`config.mk`:
```
export PLATFORM = sky130hd
export DESIGN_NAME = branch_perf_counters
export DESIGN_NICKNAME = d
export VERILOG_FILES = /design/src/rtl/branch_perf_counters.sv
export SDC_FILE = /design/constraint.sdc
export NUM_CORES = 1
export LEC_CHECK = 0
export ABC_AREA = 0
export CAP_MARGIN = 10
export CORE_MARGIN = 3
export CORE_UTILIZATION = 40
export CTS_CLUSTER_SIZE = 30
export DETAILED_ROUTE_END_ITERATION = 8
export GPL_TIMING_DRIVEN = 0
export PLACE_DENSITY_LB_ADDON = 0.2
export SYNTH_ARGS = -nofsm -noshare
export SYNTH_HDL_FRONTEND = slang
export SYNTH_SLANG_ARGS = --single-unit
```
`constraint.sdc`:
```
create_clock -name clk -period 4.4 [get_ports clk]
set_input_delay 0.88 -clock clk [delete_from_list [all_inputs] [get_ports clk]]
set_output_delay 0.88 -clock clk [all_outputs]
set_load 0.005 [all_outputs]
```
`src/rtl/branch_perf_counters.sv`:
```
// branch_perf_counters: branch prediction performance counters with a registered read port.
// Ports: clk clock; rst_n async active-low reset; br_commit/mis_taken/mis_nottaken commit-stage
// branch events; freeze holds all counting; clear zeroes all state; rd_en/rd_addr read request;
// rd_data/rd_valid read response one cycle after the request.
module branch_perf_counters #(
  parameter int CNT_W = 32
) (
  input  logic             clk,
  input  logic             rst_n,
  input  logic             br_commit,
  input  logic             mis_taken,
  input  logic             mis_nottaken,
  input  logic             freeze,
  input  logic             clear,
  input  logic             rd_en,
  input  logic [2:0]       rd_addr,
  output logic [CNT_W-1:0] rd_data,
  output logic             rd_valid
);
  logic [63:0]           cyc_q, cyc_d;
  logic [2:0][CNT_W-1:0] cnt_q, cnt_d;
  logic [2:0]            sat_q, sat_d, ev;
  logic [CNT_W-1:0]      hi_q, hi_d, rd_data_q, rd_data_d;
  logic [7:0][CNT_W-1:0] rd_mux;
  logic                  rd_valid_q;
  // event slot 0 = commits, 1 = mispredicted taken, 2 = mispredicted not-taken; freeze drops events
  assign ev = {br_commit & mis_nottaken, br_commit & mis_taken, br_commit} & {3{~freeze}};
  always_comb begin
    cyc_d = clear ? '0 : freeze ? cyc_q : cyc_q + 64'd1;
    for (int i = 0; i < 3; i++) begin
      cnt_d[i] = clear ? '0 : (ev[i] && !(&cnt_q[i])) ? cnt_q[i] + CNT_W'(1) : cnt_q[i];
      sat_d[i] = ~clear & (sat_q[i] | (ev[i] & (&cnt_q[i])));
    end
    // the high word is latched by a low-word read so the pair is coherent across a wrap
    hi_d = clear ? '0 : (rd_en && rd_addr == 3'd0) ? cyc_q[2*CNT_W-1:CNT_W] : hi_q;
    rd_mux = '0;
    rd_mux[0] = cyc_q[CNT_W-1:0];
    rd_mux[1] = hi_q;
    rd_mux[2] = cnt_q[0];
    rd_mux[3] = cnt_q[1];
    rd_mux[4] = cnt_q[2];
    rd_mux[5] = {{(CNT_W-4){1'b0}}, sat_q, freeze};
    rd_data_d = rd_en ? rd_mux[rd_addr] : rd_data_q;
  end
  always_ff @(posedge clk or negedge rst_n) begin
    if (!rst_n) begin
      cyc_q      <= '0;
      cnt_q      <= '0;
      sat_q      <= '0;
      hi_q       <= '0;
      rd_data_q  <= '0;
      rd_valid_q <= 1'b0;
    end else begin
      cyc_q      <= cyc_d;
      cnt_q      <= cnt_d;
      sat_q      <= sat_d;
      hi_q       <= hi_d;
      rd_data_q  <= rd_data_d;
      rd_valid_q <= rd_en;
    end
  end
  assign rd_data  = rd_data_q;
  assign rd_valid = rd_valid_q;
endmodule

```
==> run_results.csv, run 1 <==
group,metric,value,unit
logic_synthesis,synth_top_area_frac,0.458,
timing,setup_viol,0,
setup_path,endpoint_kind,"flop",
cells_and_area,diodes,0,
power,power_frac_clock,0.473,
clocking,clk_pin_slew,60,ps
cells_and_area,area_growth_syn_to_layout,14.3,%
timing,fin_tns_setup,0,ps
routing,drt-total-wl,39.3,mm
logic_synthesis,synth_cell_types,59,
clocking,numCtsBuffers,26,
logic_synthesis,ys_ff_latch,228,
die,die_h,182,um
placed_design,pre_cts_slack,646,ps
clocking,htreeDepth,1,
clocking,root_buffer,"clkbuf_16",
power,power_density,310,mW/mm2
grt,antenna_found_initial,0,
clocking,cts_setup_buffers,0,
timing,worst_pin_slew,1330,ps
setup_path,critPathKind,"reg -> reg",
timing,hold_viol,0,
power,p_int,0.00338,W
logic_synthesis,synth-edff-count,0,
die,dieArea,0.0333,mm2
logic_synthesis,synth_top_family_by_area,"simple AND/OR/NAND/NOR gates",
routing,drc_errors,0,
logic_synthesis,yosys.area_share.simple,0.280,
timing,fin_crit_sh,0.751,
setup_path,cp-start-kind,"flop",
logic_synthesis,yosysMostFrequentCell,"dfrtp_1",
logic_synthesis,synthXorXnorAreaFrac,0.0408,
logic_synthesis,yosys_warnings,0,
routing,viasPerCell,6.04,
logic_synthesis,synth_area_leaders,"dfrtp_1 46%, a21oi_1 5.9%, mux4_2 5.8%",
placed_design,place_inst,1761,
logic_synthesis,synth-async-reset-ratio,1.00,
clocking,clockBufferDepth,3,
clocking,clkSinkCount,228,
die,rows,63,
timing,finalCriticalPeriod,3300,ps
routing,vias,10906,
clocking,cts_hold_buf,0,
power,power_frac_seq,0.479,
power,ir_drop,0.319,mV
timing,fin_ws,1100,ps
die,initial_core_util,0.413,
placed_design,io_buffer_count,42,
grt,grt_usage,0.235,
placed_design,place_congestion,0.949,
logic_synthesis,avgSynthCellArea,9.39,um2
logic_synthesis,synthAdderAreaFrac,0.00402,
logic_synthesis,ys.flop_type,"dfrtp_1",
logic_synthesis,synth_compound_gate_area_share,0.108,
die,pin_count,44,
logic_synthesis,yosysSeqAreaShare,0.458,
power,p_switching,0.00104,W
power,swShare,0.235,
timing,clock_skew,15.3,ps
timing,slew_headroom,0.105,
routing,wl_per_cell,21.8,um
clocking,postCtsResizedCells,0,
power,p_comb_frac,0.048,
setup_path,path_max_fanout,10,
min_path,hold_class,"in -> async",
logic_synthesis,yosysTopAreaCell,"dfrtp_1",
timing,drv_slew,0,
timing,rsz0062_at_grt,"no",
power,power_leakage,5.52,nW
logic_synthesis,synthTopCellsByCount,"228 x dfrtp_1, 182 x nand2_1, 148 x a21oi_1, 105 x nor2_1, 59 x clkbuf_1",
clocking,cts_tree,"done",
cells_and_area,fin_cells,1806,
routing,drt_pass1_iterations,5,
setup_path,crit_arrival,3690,ps
die,core,0.0302,mm2
placed_design,dp_hpwl,29.1,mm
grt,grt_pass1_vias,10279,
logic_synthesis,synth_nets,1342,
routing,drt_iter0_drc,964,
grt,grt_max_degree,112,
cells_and_area,drive_gt1_frac,0.0890,
run_status,status,"finished, final reports clean",
grt,grt.overflow.total,0,
grt,grt_pass1_wl,61.3,mm
timing,fmax,303,MHz
logic_synthesis,synth_area,0.0125,mm2
die,fp.dieW,182,um
clocking,clk-insertion-delay-late,540,ps
logic_synthesis,synthCells,1327,
routing,drtAntennaViolNets,0,
flow_run,drv_cap,0,
logic_synthesis,synthMuxAreaShare,0.0810,
cells_and_area,final_nets,1414,
setup_path,required,4790,ps
-- worst max-delay path, cell delays in order, from the launching register on --
cell,delay [ps]
dfrtp_1,580
ha_1,340
and3_1,200
nand4_1,560
o31ai_4,760
buf_4,280
buf_6,160
mux2i_1,200
nor2_1,60
-- cell families after synthesis --
family / Yosys count
adder cells (fa/ha/maj): 4
multiplexers: 59
AO/OA/AOI/OAI: 242
AND/OR/NAND/NOR: 646
flip-flops: 228
XOR/XNOR: 58
buffers and inverters: 90
-- cell type report --
class,instances,area (um2)
multi-input combinational,1009,6400
timing repair buffer,44,480
buffer,73,294
fill,2860,15900
inverter,17,63.8
clock buffer,39,781
sequential,228,5710
clock inverter,6,30.0
tap,390,488
-- worst paths after layout --
check                          start  cells after the start   endpoint  slack [ps]
setup reg to reg           cnt_q[33]                      8  cnt_q[33]        1100
hold reg to reg             sat_q[2]                      2   sat_q[2]         510
setup / recovery           cnt_q[33]                      8  cnt_q[33]        1100
hold / removal                 rst_n                      1  cyc_q[48]         240
min in group clk            sat_q[2]                      2   sat_q[2]         510
max in group asynchronous      rst_n                      3  cnt_q[10]        2870
-- cells in the final DEF, fill, tap and decap left out, drive strengths merged, types with 36 or more instances in the layout --
cell type,synthesis,final
or3,52,52
xnor2,36,36
or4,36,36
o21ai,50,50
clkdlybuf4s50,0,41
a21oi,148,148
dfrtp,228,228
nand2,182,182
clkbuf,60,99
nor2b,47,47
nor2,105,105
nand3,52,52
nand4,52,52
-- flip-flops by register name (all words and copies together), names as in the netlist --
signal	flops
hi_q	32
cyc_q	64
rd_data	32
sat_q	3
cnt_q	96
rd_valid	1
-- layer usage --
layer | vias to the layer above | global-route usage | routed length (um)
li1 | 4988 | - | -
met1 | 5463 | 0.353 | 17800
met2 | 383 | 0.341 | 17000
met3 | 72 | 0.0454 | 3120
met4 | 0 | 0.0762 | 1340
met5 | - | 0 | 0
-- stage by stage --
stage	hold slack (ps)	area [um2]	utilization	total power, W
floorplan	462	12500	-	0.00224
global placement	484	13400	0.443	0.00236
detailed placement	497	13400	0.445	0.00237
CTS	236	14200	0.472	0.00446
global route	252	14200	0.472	0.00456
finish	239	14200	0.472	0.00441
-- power by group through the flow --
stage | Clock (W) | Combinational [W] | Sequential (W)
floorplan | 0 | 0.0000927 | 0.00215
global placement | 0 | 0.000205 | 0.00215
detailed placement | 0 | 0.000214 | 0.00215
CTS | 0.00213 | 0.000214 | 0.00211
global route | 0.00221 | 0.000233 | 0.00211
finish | 0.00209 | 0.000211 | 0.00211
No activity file was read; power rests on OpenSTA's default activity.
==> run 2, diff against run 1 <==
clock period = 2.7 ns   (was 4.4 ns; I/O delays follow)
==> run_results.csv, run 2 (synthesis gave the netlist of run 1 again) <==
group,metric,value,unit
timing,hold_viol,0,
power,ir_drop,0.507,mV
min_path,hold_class,"in -> async",
timing,clock_skew,13.7,ps
cells_and_area,top_register,"cnt_q",
routing,drt-met1-wl,18.1,mm
timing,setup_viol,1,
cells_and_area,final_common_cell,"dfrtp_1",
clocking,htreeDepth,1,
grt,grt_pass1_vias,10320,
routing,drtAntennaViolNets,0,
power,power_density,501,mW/mm2
setup_path,r2r_end,"cnt_q[22]",
power,p_comb_frac,0.049,
run_status,status,"complete, but fails checks",
power,power,0.00721,W
grt,grt_pass1_wl,61.4,mm
die,core,0.0302,mm2
die,die_h,182,um
die,fp.dieW,182,um
grt,grt_usage,0.235,
setup_path,r2r_slack,-40,ps
placed_design,place_congestion,0.949,
clocking,root_buffer,"clkbuf_16",
grt,grt.overflow.total,0,
setup_path,endpoint_kind,"flop",
timing,worst_pin_slew,1010,ps
cells_and_area,final_nets,1423,
timing,fin_crit_sh,1.02,
clocking,numCtsBuffers,26,
setup_path,crit_arrival,3160,ps
grt,grt_max_degree,112,
power,power_frac_clock,0.473,
run_status,violations,"negative setup slack",
timing,rsz0062_at_grt,"yes",
cells_and_area,area_growth_syn_to_layout,15.4,%
placed_design,io_buffer_count,42,
setup_path,critPathKind,"reg -> reg",
cells_and_area,design_area,0.0144,mm2
clocking,clk_pin_slew,60,ps
setup_path,path_max_fanout,10,
flow_run,drv_cap,0,
power,p_switching,0.00170,W
timing,slew_headroom,0.327,
setup_path,required,3120,ps
routing,vias,10907,
routing,drt_pass1_iterations,5,
setup_path,cp-start-kind,"flop",
die,pin_count,44,
clocking,cts_tree,"done",
setup_path,reg2regPathDepth,6,
timing,fmax,365,MHz
placed_design,dpl_cell_area,0.0134,mm2
grt,antenna_found_initial,0,
timing,drv_slew,0,
die,dieArea,0.0333,mm2
cells_and_area,nFillCells,2843,
routing,wl_per_cell,21.8,um
clocking,clockBufferDepth,3,
placed_design,dp_hpwl,29.1,mm
routing,viasPerCell,6.01,
cells_and_area,layout_common_cells,"228 x dfrtp_1, 182 x nand2_1, 148 x a21oi_1",
cells_and_area,drive_gt1_frac,0.101,
routing,dr.max_layer_used,"met4",
die,rows,63,
die,initial_core_util,0.413,
routing,drc_errors,0,
power,power_leakage,5.63,nW
power,p_int,0.00550,W
routing,drt_iter0_drc,949,
cells_and_area,top_regs,"cnt_q: 96 flops, cyc_q: 64 flops",
power,swShare,0.236,
routing,wl_met2,17.0,mm
setup_path,r2r_start,"cnt_q[12]",
cells_and_area,diodes,0,
timing,finalCriticalPeriod,2740,ps
cells_and_area,largest_reg_flops,96,
clocking,clkSinkCount,228,
timing,fin_ws,-40.7,ps
routing,wl_met3,2.99,mm
power,power_frac_seq,0.478,
clocking,clk-insertion-delay-late,540,ps
routing,drt-total-wl,39.5,mm
-- run 2: cell count changes in the layout (fill, tap and decap cells not counted), moves of 3 or more --
cell      before  now
nor4_1        23   20
nor4_4         0    3
clkbuf_2       1    7
buf_4          1    9
clkbuf_1      65   60
-- run 2: power groups by stage --
stage | Combinational [W] | Sequential, W | Clock [W]
floorplan | 0.000151 | 0.00350 | 0
global placement | 0.000334 | 0.00351 | 0
detailed placement | 0.000349 | 0.00351 | 0
CTS | 0.000353 | 0.00344 | 0.00347
global route | 0.000385 | 0.00344 | 0.00360
finish | 0.000350 | 0.00344 | 0.00341
-- run 2: worst max-delay path by stage --
stage | from | depth (start not counted) | endpoint
after global placement | rst_n | 1 | cnt_q[76]
after floorplan | freeze | 5 | cyc_q[58]
after CTS | cyc_q[28] | 8 | cyc_q[61]
after global routing | cnt_q[12] | 6 | cnt_q[22]
final | cnt_q[12] | 6 | cnt_q[22]
after detailed placement | freeze | 6 | cyc_q[60]
-- run 2: timing repair --
item,in CTS,in global routing
endpoints found under the hold margin,42,0
pin swaps,2,2
setup endpoints to repair,35,78
hold buffers,1,0
buffers inserted,4,4
resized for setup,3,16
-- run 2: final cells by class --
type,instances,area (um2),area share
sequential,228,5710,0.397
clock buffer,39,781,0.0543
clock inverter,6,30.0,0.00209
inverter,17,63.8,0.00444
multi-input combinational,1009,6450,0.449
buffer,73,302,0.0210
timing repair buffer,53,551,0.0383
tap,390,488,0.0340
-- run 2: per-stage QoR --
| stage | hold slack [ps] | std cells | setup TNS (ps) | worst slack [ps] | utilization |
|---|---|---|---|---|---|
| floorplan | 244 | 1327 | 0 | 521 | - |
| global placement | 484 | 1759 | -2160890 | -9170 | 0.443 |
| detailed placement | 463 | 1761 | -65720 | -714 | 0.445 |
| CTS | 501 | 1811 | 0 | 8.58 | 0.474 |
| global route | 524 | 1815 | -282 | -91.7 | 0.476 |
| finish | 492 | 1815 | -40.7 | -40.7 | 0.476 |
-- run 2: per-layer routing --
metal  vias to the layer above  track usage
met5                         -            0
met4                         0       0.0762
met3                        71       0.0460
met2                       371        0.343
met1                      5457        0.352
li1                       5008            -
-- run 2: critical path: stages (launching register included) --
cell,delay (ps)
dfrtp_1,450
and4_1,340
nand4_1,470
nor4_2,650
buf_2,340
nor3_1,90
mux2_2,270
==> run 3, diff against run 2 <==
ABC_CLOCK_PERIOD_IN_PS = 2700   (was unset)
MAX_ROUTING_LAYER = met4   (was unset)
==> run_results.csv, run 3 (synthesis gave the netlist of run 1 again) <==
group,metric,value,unit
routing,drtAntennaViolNets,0,
timing,setup_viol,0,
clocking,clk-insertion-delay-late,540,ps
timing,slew_headroom,0.273,
grt,grt_usage,0.241,
die,core,0.0302,mm2
timing,finalCriticalPeriod,2640,ps
timing,hold_viol,0,
routing,viasPerCell,6.01,
timing,fmax,378,MHz
cells_and_area,drive_gt1_frac,0.104,
power,power_density,522,mW/mm2
grt,antenna_found_initial,0,
grt,grt_pass1_wl,60.9,mm
clocking,clockBufferDepth,3,
setup_path,r2r_slack,60,ps
placed_design,io_buffer_count,42,
setup_path,crit_start,"cnt_q[2]",
routing,wl_per_cell,21.6,um
run_status,status,"finished, final reports clean",
cells_and_area,diodes,0,
die,die_h,182,um
timing,hold_slack,489,ps
flow_run,drv_cap,0,
clocking,numCtsBuffers,26,
grt,grt.overflow.total,0,
setup_path,cp-start-kind,"flop",
clocking,clkSinkCount,228,
setup_path,r2r_start,"cnt_q[2]",
cells_and_area,area_growth_syn_to_layout,16.4,%
min_path,hold_class,"in -> async",
die,fp.dieW,182,um
routing,drt_pass1_iterations,6,
routing,drt_iter0_drc,1178,
setup_path,path_max_fanout,10,
cells_and_area,layout_common_cells,"228 x dfrtp_1, 182 x nand2_1, 148 x a21oi_1",
setup_path,critPathKind,"reg -> reg",
setup_path,endpoint_kind,"flop",
cells_and_area,top_register,"cnt_q",
die,pin_count,44,
cells_and_area,final_common_cell,"dfrtp_1",
cells_and_area,largest_reg_flops,96,
cells_and_area,final_nets,1424,
timing,rsz0062_at_grt,"yes",
die,dieArea,0.0333,mm2
die,initial_core_util,0.413,
placed_design,dp_hpwl,29.2,mm
die,rows,63,
clocking,htreeDepth,1,
cells_and_area,nFillCells,2851,
timing,drv_slew,0,
clocking,clk_pin_slew,60,ps
timing,fin_crit_sh,0.980,
timing,worst_pin_slew,1090,ps
cells_and_area,top_regs,"cnt_q: 96 flops, cyc_q: 64 flops",
clocking,root_buffer,"clkbuf_16",
placed_design,place_congestion,0.964,
setup_path,required,3120,ps
clocking,cts_tree,"done",
grt,grt_pass1_vias,10283,
power,power_leakage,5.71,nW
timing,fin_ws,55.0,ps
power,ir_drop,0.436,mV
grt,grt_max_degree,100,
setup_path,crit_arrival,3060,ps
routing,drc_errors,0,
routing,vias,10928,
placed_design,pre_cts_slack,-694,ps
routing,drt-total-wl,39.2,mm
timing,clock_skew,11.2,ps
-- run 3: cell count changes in the layout (fill, tap and decap cells not counted), moves of 2 or more --
cell,change
bufinv_16,+3
clkbuf_1,-3
clkbuf_2,-2
clkbuf_8,+3
-- run 3: final cells by class --
cell class / count / area (um2) / share of cell area
timing repair buffer: 54 / 556 / 0.0383
tap: 390 / 488 / 0.0336
clock buffer: 39 / 811 / 0.0559
clock inverter: 8 / 115 / 0.00794
buffer: 73 / 307 / 0.0211
multi-input combinational: 1009 / 6460 / 0.445
sequential: 228 / 5710 / 0.393
inverter: 17 / 63.8 / 0.00440
-- run 3: per-layer routing --
layer | part of all wire | track usage | up-vias
li1 | - | - | 5025
met1 | 0.47 | 0.355 | 5467
met2 | 0.43 | 0.337 | 364
met3 | 0.068 | 0.0407 | 72
met4 | 0.035 | 0.0789 | 0
met5 | 0 | - | -
-- run 3: critical path: stages, from the launching register on --
cell and delay (ps):
dfrtp_1 410, nand4_1 280, or3_1 530, clkbuf_1 330, nor3_1 420, nand4_1 220, mux2_2 320
-- run 3: power breakdown --
group / total [W] / switching (W) / leakage, nW / internal (W)
registers: 0.00345 / 0.0000154 / 3.18 / 0.00343
clock network: 0.00378 / 0.00143 / 0.463 / 0.00235
logic: 0.000348 / 0.000252 / 2.07 / 0.0000966
total: 0.00757 / 0.00170 / 5.71 / 0.00587
-- run 3: path summary, 6_finish.rpt --
path	end	cells after the start
hold / removal	cyc_q[57]	2
max in group asynchronous	rd_data[14]	3
hold reg to reg	sat_q[0]	2
setup reg to reg	cnt_q[30]	6
setup / recovery	cnt_q[30]	6
min in group clk	sat_q[0]	2
-- run 3: metrics by stage --
stage,total power (W),utilization,instances,area [um2],TNS (ps)
after floorplan,0.00365,-,1327,12500,0
after global placement,0.00384,0.443,1759,13400,-2144630
after detailed placement,0.00385,0.445,1762,13400,-66420
after CTS,0.00765,0.479,1814,14400,0
after global routing,0.00782,0.480,1818,14500,-237
final,0.00757,0.480,1818,14500,0
-- run 3: repair_timing --
item	CTS	global route
endpoints found under the hold margin	39	0
hold buffers	1	0
resized for setup	8	12
cloned	0	0
setup endpoints to repair	50	57
pin swaps	2	2
buffers inserted	4	4
==> edit 1: new RTL, settings of run 3 <==
`CNT_W`: 32 -> 28.
--- a/src/rtl/branch_perf_counters.sv
+++ b/src/rtl/branch_perf_counters.sv
@@ -4,5 +4,5 @@
 // rd_data/rd_valid read response one cycle after the request.
 module branch_perf_counters #(
-  parameter int CNT_W = 32
+  parameter int CNT_W = 28
 ) (
   input  logic             clk,
Interface: changed (resized rd_data); port bits go from 44 to 40. The function was not compared with the original's and may differ.
==> edit 1 against run 3 <==
Cell area fell by 16%; sequential cell count fell by 28; synthesized area fell by 14%; total power fell by 21%; wire length fell by 22%; combinational power fell by 15%; setup slack improved by 0.019 ns; register-to-register slack improved by 0.12 ns; critical endpoint is now cnt_q[24].
==> edit 1: results <==
group,metric,value,unit
clock_network,insertion_delay,0.45,ns
yosys,syn_nets,1134,
worst_setup_path,r2r_cells,5,
detailed_routing,drtPass1Iterations,6,
yosys,synth_common_cells,"dfrtp_1 (200), nand2_1 (150), a21oi_1 (118)",
yosys,ys_types,53,
clock_network,cts-buffers-inserted,17,
yosys,netlist_top_cells_area,"dfrtp_1 (47%), mux4_2 (5.9%), a21oi_1 (5.5%)",
cells_and_area,top_regs,"cnt_q: 84 flops, cyc_q: 56 flops",
worst_setup_path,cpPeakStageDelay,0.81,ns
detailed_routing,vias,8862,
clock_network,h-tree-depth,4,
placed_design,place_area,11500,sq um
power,p_sw_share,25.6,%
global_route,grt_pass1_vias,8470,
clock_network,cts.path.max_buffers,2,
worst_setup_path,critPathSlowestCell,"clkdlybuf4s50_1",
status,outcome,"finished, final reports clean",
worst_setup_path,startpoint,"clear",
worst_setup_path,r2r-start,"cnt_q[61]",
power,ir_drop,0.408,mV
worst_setup_path,endpoint,"cnt_q[24]",
timing,tightest_slew,0.865,ns
worst_setup_path,arrival,2.92,ns
cells_and_area,drive_above_1_share,9.57,%
global_route,grt_usage,22.4,%
global_route,grt_pass1_wl,48500,um
global_route,grt_max_degree,71,
clock_network,clkTransAtPathRegs,0.09,ns
worst_setup_path,r2r_end,"cnt_q[60]",
yosys,synth_seq_area_share,46.9,%
placed_design,dp_hpwl,22300,um
cells_and_area,fill_cells,2505,
timing,skew,0.0167,ns
cells_and_area,nNetsFinal,1193,
worst_setup_path,rrSetupSlack,0.18,ns
detailed_routing,wl_per_cell,20.0,um
-- edit 1: changes by cell type after synthesis, sizes merged, moves of 16 or more --
cell           run 3  this run
nand2            182       150
a21oi            148       118
dfrtp            228       200
or4               36        11
o31ai             32        14
clkbuf            60        44
or3               52        36
-- edit 1: kinds of logic (layout without fill, tap and decap cells) --
| kind of cell | after synthesis | in the layout | share of synthesized area, % |
|---|---|---|---|
| XOR/XNOR | 75 | 75 | 6.15 |
| multiplexers | 48 | 48 | 7.86 |
| adder cells (fa/ha/maj) | 4 | 4 | 0.469 |
| AO/OA/AOI/OAI | 191 | 191 | 10.1 |
| buffers and inverters | 72 | 144 | 2.71 |
| AND/OR/NAND/NOR | 529 | 529 | 25.8 |
| flip-flops | 200 | 200 | 46.9 |
-- edit 1: how the worst min path moves through the flow --
stage	to	slack (ns)	depth (start not counted)
2_1_floorplan	cnt_q[0]	0.24	0
3_3_place_gp	sat_q[2]	0.50	2
3_5_place_dp	sat_q[2]	0.51	2
4_1_cts	cnt_q[69]	0.04	1
5_1_grt	cnt_q[68]	0.05	1
6_report	cnt_q[69]	0.03	1
-- edit 1: per-layer routing --
layer,up-vias,share of wire [%],global-route usage (%)
li1,4140,-,-
met2,224,45,32.6
met1,4462,48,32.9
met4,0,2.2,6.15
met3,36,4.7,3.05
met5,-,0,-
-- edit 1: critical path: cells and delay by family --
family	cells	cell delay [ns]
simple gates	1	0.11
buf+inv	4	2.25
-- edit 1: layout make-up --
type	count	area share, %
buffer	58	2.01
clock buffer	18	3.61
clock inverter	14	1.28
inverter	14	0.432
multi-input combinational	847	44.5
sequential	200	41.1
tap	335	3.45
timing repair buffer	40	3.58
-- edit 1: stage by stage --
stage          util, %  setup slack [ns]  cells  TNS (ns)  hold slack [ns]
6_report          46.5            0.0743   1526         0           0.0280
5_1_grt           46.5          0.000174   1526         0           0.0451
4_1_cts           46.4            0.0332   1524         0           0.0441
3_5_place_dp      44.1            -0.941   1492    -91.25            0.512
3_3_place_gp      43.8             -7.74   1490  -1641.80            0.505
2_1_floorplan        -             0.585   1119         0            0.244
-- edit 1: what timing repair did --
action	4_1_cts	5_1_grt
pin swaps	0	1
hold endpoints to repair	0	0
resized for setup	6	8
setup buffers	0	1
endpoints found under the setup margin	116	26
-- edit 1: power by group through the flow --
stage	clock network, uW	logic [uW]	registers (uW)
finish	2640	296	3020
global route	2800	328	3020
CTS	2690	299	3020
detailed placement	0	298	3080
global placement	0	286	3080
floorplan	0	131	3080
==> edit 2: new RTL, flow settings as in run 3 <==
Made on the original files. The output `rd_valid` loses its register stage (`rd_valid_q` becomes a continuous assignment).
--- a/src/rtl/branch_perf_counters.sv
+++ b/src/rtl/branch_perf_counters.sv
@@ -50,5 +50,4 @@
       hi_q       <= '0;
       rd_data_q  <= '0;
-      rd_valid_q <= 1'b0;
     end else begin
       cyc_q      <= cyc_d;
@@ -57,7 +56,8 @@
       hi_q       <= hi_d;
       rd_data_q  <= rd_data_d;
-      rd_valid_q <= rd_en;
     end
   end
+
+  assign rd_valid_q = rd_en;
   assign rd_data  = rd_data_q;
   assign rd_valid = rd_valid_q;
Formal check against the unedited RTL: not equivalent (a bounded check fails within 4 cycles, from zero or initial values and one cycle with rst_n low).
==> edit 2 against run 3 <==
Total power is 0.48% lower; synthesized cell count is 0.90% higher; critical path depth is 1 higher; sequential cell count is 1 lower; sequential share of layout area is 0.058 points lower; synthesized area is 0.53% lower; count of clock-buffer cells in the layout is 5 higher; wire length is 3.3% higher; clock skew hardly changed; setup slack better by 0.014 ns; cell area is 0.18% lower; critical path type unchanged; largest power group unchanged.
==> edit 2: results <==
group,metric,value,unit
status,outcome,"finished, final reports clean",
yosys,synthCells,1339,
power,power_leakage,0.00562,uW
detailed_routing,wl_per_cell,22.1,um
clock_network,cts_post_setup_buffers_inserted,0,
placed_design,place_ws,-1.00,ns
placed_design,port_buffers,41,
yosys,netlist_top_cells_area,"dfrtp_1 (46%), a21oi_1 (6.6%), mux4_2 (5.6%)",
clock_network,ctsResizeCount,13,
worst_setup_path,r2r_end,"cyc_q[48]",
yosys,syn_nets,1354,
global_route,grt_pass1_vias,10500,
worst_setup_path,cpPeakStageDelay,0.48,ns
placed_design,dp_hpwl,29800,um
timing,whs,0.513,ns
cells_and_area,instances_no_fill,1831,
cells_and_area,drive_above_1_share,10.3,%
global_route,antenna_found_initial,5,
worst_setup_path,critPathSlowestCell,"dfrtp_1",
power,ir_drop,0.518,mV
detailed_routing,viasPerCell,6.16,
worst_setup_path,r2r-start,"cyc_q[0]",
timing,skew,0.0112,ns
timing,max_freq,380,MHz
global_route,grt_max_degree,88,
global_route,grt_usage,24.8,%
placed_design,place.gp.congestion,0.933,
detailed_routing,drtPass1Iterations,7,
detailed_routing,met3_length,2720,um
global_route,grt_pass1_wl,63000,um
detailed_routing,met1_length,18100,um
detailed_routing,met2_length,18300,um
placed_design,place_area,13400,sq um
worst_setup_path,r2r_cells,7,
yosys,synth_common_cells,"dfrtp_1 (227), nand2_1 (176), a21oi_1 (163)",
-- edit 2: changes by cell type in the layout (fill, tap and decap cells not counted), moves of 6 or more --
cell / delta
dfrtp_1: -6
nor4_1: -12
and3_1: +7
or4_1: +6
a21oi_1: +15
nor2_1: -18
xnor2_1: -17
nor3_1: -7
nand3_1: +13
nand2_1: -7
or3_1: +13
o21ai_0: +17
-- edit 2: power by group --
group / switching, uW / leakage [uW] / internal, uW
logic: 241 / 0.00200 / 89.9
clock network: 1510 / 0.000461 / 2270
registers: 15.4 / 0.00316 / 3410
total: 1760 / 0.00562 / 5770
-- edit 2: worst max-delay path by stage --
stage	cells past startpoint	endpoint	start
floorplan	5	rd_data[19]	rd_addr[0]
global placement	1	cnt_q[34]	rst_n
detailed placement	7	cyc_q[57]	freeze
finish	7	cyc_q[48]	cyc_q[0]
CTS	7	cyc_q[48]	cyc_q[0]
global route	6	cyc_q[48]	cyc_q[6]
-- edit 2: cells by family after synthesis --
| kind of cell | after synthesis | synth area share (%) |
|---|---|---|
| AO/OA/AOI/OAI | 281 | 12.5 |
| XOR/XNOR | 43 | 3.04 |
| adder cells (fa/ha/maj) | 4 | 0.404 |
| buffers and inverters | 94 | 2.96 |
| flip-flops | 227 | 45.8 |
| multiplexers | 54 | 7.73 |
| AND/OR/NAND/NOR | 636 | 27.5 |
-- edit 2: layout make-up --
class / count / area (sq um)
fillers: 2864 / 15600
multi-input cells: 1018 / 6480
flip-flops and latches: 227 / 5690
clock buffers: 44 / 862
repair buffers: 47 / 504
well taps: 390 / 488
plain buffers: 72 / 295
inverters: 21 / 78.8
clock inverters: 7 / 63.8
diodes: 5 / 12.5
-- edit 2: layer usage --
metal  up-vias  track usage (%)
met3        85             3.43
met2       459             37.3
met5         -                -
met1      5628             35.4
met4         0             6.92
li1       5106                -
